===== config.mk =====
export PLATFORM = sky130hd
export DESIGN_NAME = fast_arc_detect
export DESIGN_NICKNAME = d
export VERILOG_FILES = /design/src/rtl/fast_pkg.sv /design/src/rtl/fast_arc_detect.sv
export SDC_FILE = /design/constraint.sdc
export NUM_CORES = 1
export LEC_CHECK = 0
export CAP_MARGIN = 30
export CORE_AREA = 2 2 39 41
export DETAILED_ROUTE_END_ITERATION = 7
export DIE_AREA = 0 0 41 43
export GPL_TIMING_DRIVEN = 0
export PLACE_DENSITY = 0.43
export SYNTH_ARGS = -nofsm -noshare
export SYNTH_HDL_FRONTEND = slang
export SYNTH_SLANG_ARGS = --single-unit

===== constraint.sdc =====
create_clock -name vclk -period 0.8
set_input_delay 0.16 -clock vclk [all_inputs]
set_output_delay 0.16 -clock vclk [all_outputs]
set_load 0.01 [all_outputs]

===== src/rtl/fast_pkg.sv =====
// Shared pixel types and circle geometry for the FAST corner path.
package fast_pkg;
  typedef logic [7:0] pixel_t;
  typedef pixel_t [0:15] circle_t;

  localparam int CIRCLE_N        = 16;
  localparam int RADIUS          = 3;
  localparam int ARC_LEN_DEFAULT = 9;
endpackage


===== src/rtl/fast_arc_detect.sv =====
// Combinational search for a run of ARC_LEN set flags on the 16-entry circle,
// wrapping from index 15 back to index 0.
module fast_arc_detect
  import fast_pkg::*;
#(
  parameter int ARC_LEN = ARC_LEN_DEFAULT
) (
  input  logic [CIRCLE_N-1:0] i_flags,
  output logic                o_any
);

  logic [CIRCLE_N-1:0] arc;

  // arc[s] is set when every flag from s to s+ARC_LEN-1 (mod 16) is set.
  always_comb begin
    logic [3:0] idx;
    arc = '1;
    idx = '0;
    for (int s = 0; s < CIRCLE_N; s++) begin
      for (int i = 0; i < ARC_LEN; i++) begin
        idx    = 4'(s + i);
        arc[s] = arc[s] & i_flags[idx];
      end
    end
  end

  assign o_any = |arc;

endmodule


==> results.cfg, run 1 <==
[floorplanning]
die_w_um = 41
dieArea_um2 = 1760
core_um2 = 1380
initial_core_util_pct = 9.58
ios = 17
fp.dieH_um = 43
row_count = 14

[synthesis]
synth_fp_nets = 39
syn_avg_cell_area_um2 = 5.77
muxShareOfSynthArea_pct = 0
synth_cells = 23
ys_seq_area_share_pct = 0
synth_xor_area_share_pct = 0
synth_compound_area_share_pct = 55.7
synth_top_family_by_area = compound AO/OA/AOI/OAI gates
yosys.area_share.simple_pct = 44.3
syn_area_um2 = 133
synth_adder_area_share_pct = 0
yosysWarnings = 0
synth_cell_types = 14

[timing]
tightest_slew_ns = 0.217
setup_violations = 1
min_period_over_period_pct = 131
maxClockFrequency_mhz = 952
rsz0062_at_grt = yes
min_period_ns = 1.05
finalSetupTns_ns = -0.250
slew_headroom_pct = 85.5
slew_violations = 0
final.setup.worst_slack_ns = -0.250
finalHoldViolations = 0

[drt]
viasPerCell = 4.59
drc = 0
avgRoutedWirePerCell_um = 11.2
firstDrtPassIters = 2
wl_um = 626
drtIter0Drc = 2
vias = 257
ant_nets = 0

[global_routing]
busiest_layer = met2
gr-usage-met3_pct = 0.524
antenna_found_initial = 0
use_met2_pct = 14.1
grt_overflow = 0
grt_usage_pct = 7.29
grt_pass1_vias = 238
grt_pass1_wl_um = 979
grtUsageMet1_pct = 8.54
grt_max_degree = 6

[worst_setup_path]
cp.required_ns = 0.64
crit_path_end = o_any
cp.arrival_ns = 0.89
crit_fanout = 3
cp-end-kind = primary output
start_kind = input pin
crit_start = i_flags[13]
path_class = input pin to primary output

[layout]
diodes = 0
final_core_util_pct = 22.2
finalInstanceArea_um2 = 308
area_growth_pct = 132
fin_nets = 58
multi_input_area_um2 = 170
drive_gt1_share_pct = 65.0
seqCellArea_um2 = 0
nFlopsAndLatches = 0
n_clock_buffer = 0
nFillCells = 173

[status]
violations = negative setup slack
status = finished with violations

[placement]
port_buffers = 17
detailed_place.area_um2 = 334
hpwl_um = 507
gp_congestion = 0.647

[power]
p_total_uw = 129
p_leak_uw = 0.000114
power.density_nw_per_um2 = 419
peakVddDrop_uv = 64.0

[min_path]
hold_path.class = input pin to primary output

[flow_run]
drv_cap = 0

[cts]
cts_setup_buffers = 0
==> synthesized netlist by cell type <==
cell type	number	area (um2)
a211oi_1	1	7.51
a21oi_1	4	20.0
a31oi_1	1	6.26
a41oi_1	1	8.76
nand2_1	3	11.3
nand3_1	2	10.0
nand4_1	3	18.8
nor2_1	1	3.75
nor3_1	1	5.00
nor3_2	1	10.0
o211ai_1	2	15.0
o21ai_0	1	5.00
o21ai_1	1	5.00
o22ai_1	1	6.26
==> what timing repair did <==
action	CTS	global route
pin swaps	11	8
hold buffers	0	0
setup endpoints to repair	1	1
resized for setup	72	9
==> report_power, final <==
group / switching (uW) / internal (uW)
registers: 0 / 0
logic: 63.0 / 65.9
clock network: 0 / 0
==> through the flow <==
| stage | hold WS [ns] | cells | setup slack (ns) |
|---|---|---|---|
| 6_report | 0.683 | 56 | -0.250 |
| 5_1_grt | 0.709 | 56 | -0.316 |
| 4_1_cts | 0.701 | 56 | -0.278 |
| 3_5_place_dp | 1.40 | 56 | -1.07 |
| 3_3_place_gp | 1.40 | 56 | -1.07 |
| 2_1_floorplan | 0.461 | 23 | 0.0182 |
==> per-layer routing <==
| metal | vias up | routed length [um] |
|---|---|---|
| li1 | 134 | - |
| met1 | 117 | 250 |
| met2 | 6 | 334 |
| met3 | 0 | 41 |
| met4 | 0 | 0 |
| met5 | - | 0 |
==> worst min-delay path by stage <==
stage,depth (start not counted),from,to
3_5_place_dp,4,i_flags[5],o_any
6_report,4,i_flags[6],o_any
3_3_place_gp,4,i_flags[5],o_any
2_1_floorplan,2,i_flags[5],o_any
4_1_cts,4,i_flags[6],o_any
5_1_grt,4,i_flags[6],o_any
==> cells by family (layout without fill, tap and decap cells) <==
kind of cell	Yosys count	after routing
AO/OA/AOI/OAI	12	12
AND/OR/NAND/NOR	11	11
buffers and inverters	0	17
==> critical path, stage by stage <==
cell,delay (ns)
buf_6,0.09
o211ai_1,0.22
a211oi_2,0.11
a21oi_2,0.12
o21ai_2,0.06
buf_2,0.13
==> cell type report <==
cell class	count	share of cell area, %
tap	16	6.50
timing repair buffer	17	38.2
multi-input combinational	23	55.3
==> layout by cell type (no fill, tap or decap) <==
master    instances
buf_4             3
nor3_2            2
o21ai_1           1
nor2_1            1
nand3_1           1
buf_6             4
clkbuf_2          1
a21oi_1           1
o22ai_1           1
o21ai_2           1
a211oi_2          1
a41oi_2           1
a21oi_2           3
o211ai_1          2
nand4_1           3
nand3_2           1
buf_2             9
nand2_1           3
a31oi_1           1
(Power assumes the default switching activity.)
==> run 2, diff against run 1 <==
--- a/config.mk
+++ b/config.mk
@@ -5,12 +5,12 @@
 export SDC_FILE = /design/constraint.sdc
 export NUM_CORES = 1
 export LEC_CHECK = 0
-export CAP_MARGIN = 30
 export CORE_AREA = 2 2 39 41
 export DETAILED_ROUTE_END_ITERATION = 7
 export DIE_AREA = 0 0 41 43
 export GPL_TIMING_DRIVEN = 0
 export PLACE_DENSITY = 0.43
+export SLEW_MARGIN = 25
 export SYNTH_ARGS = -nofsm -noshare
 export SYNTH_HDL_FRONTEND = slang
 export SYNTH_SLANG_ARGS = --single-unit
==> results of run 2 <==
No change in the layout: final DEF, timing and power equal those of run 1.
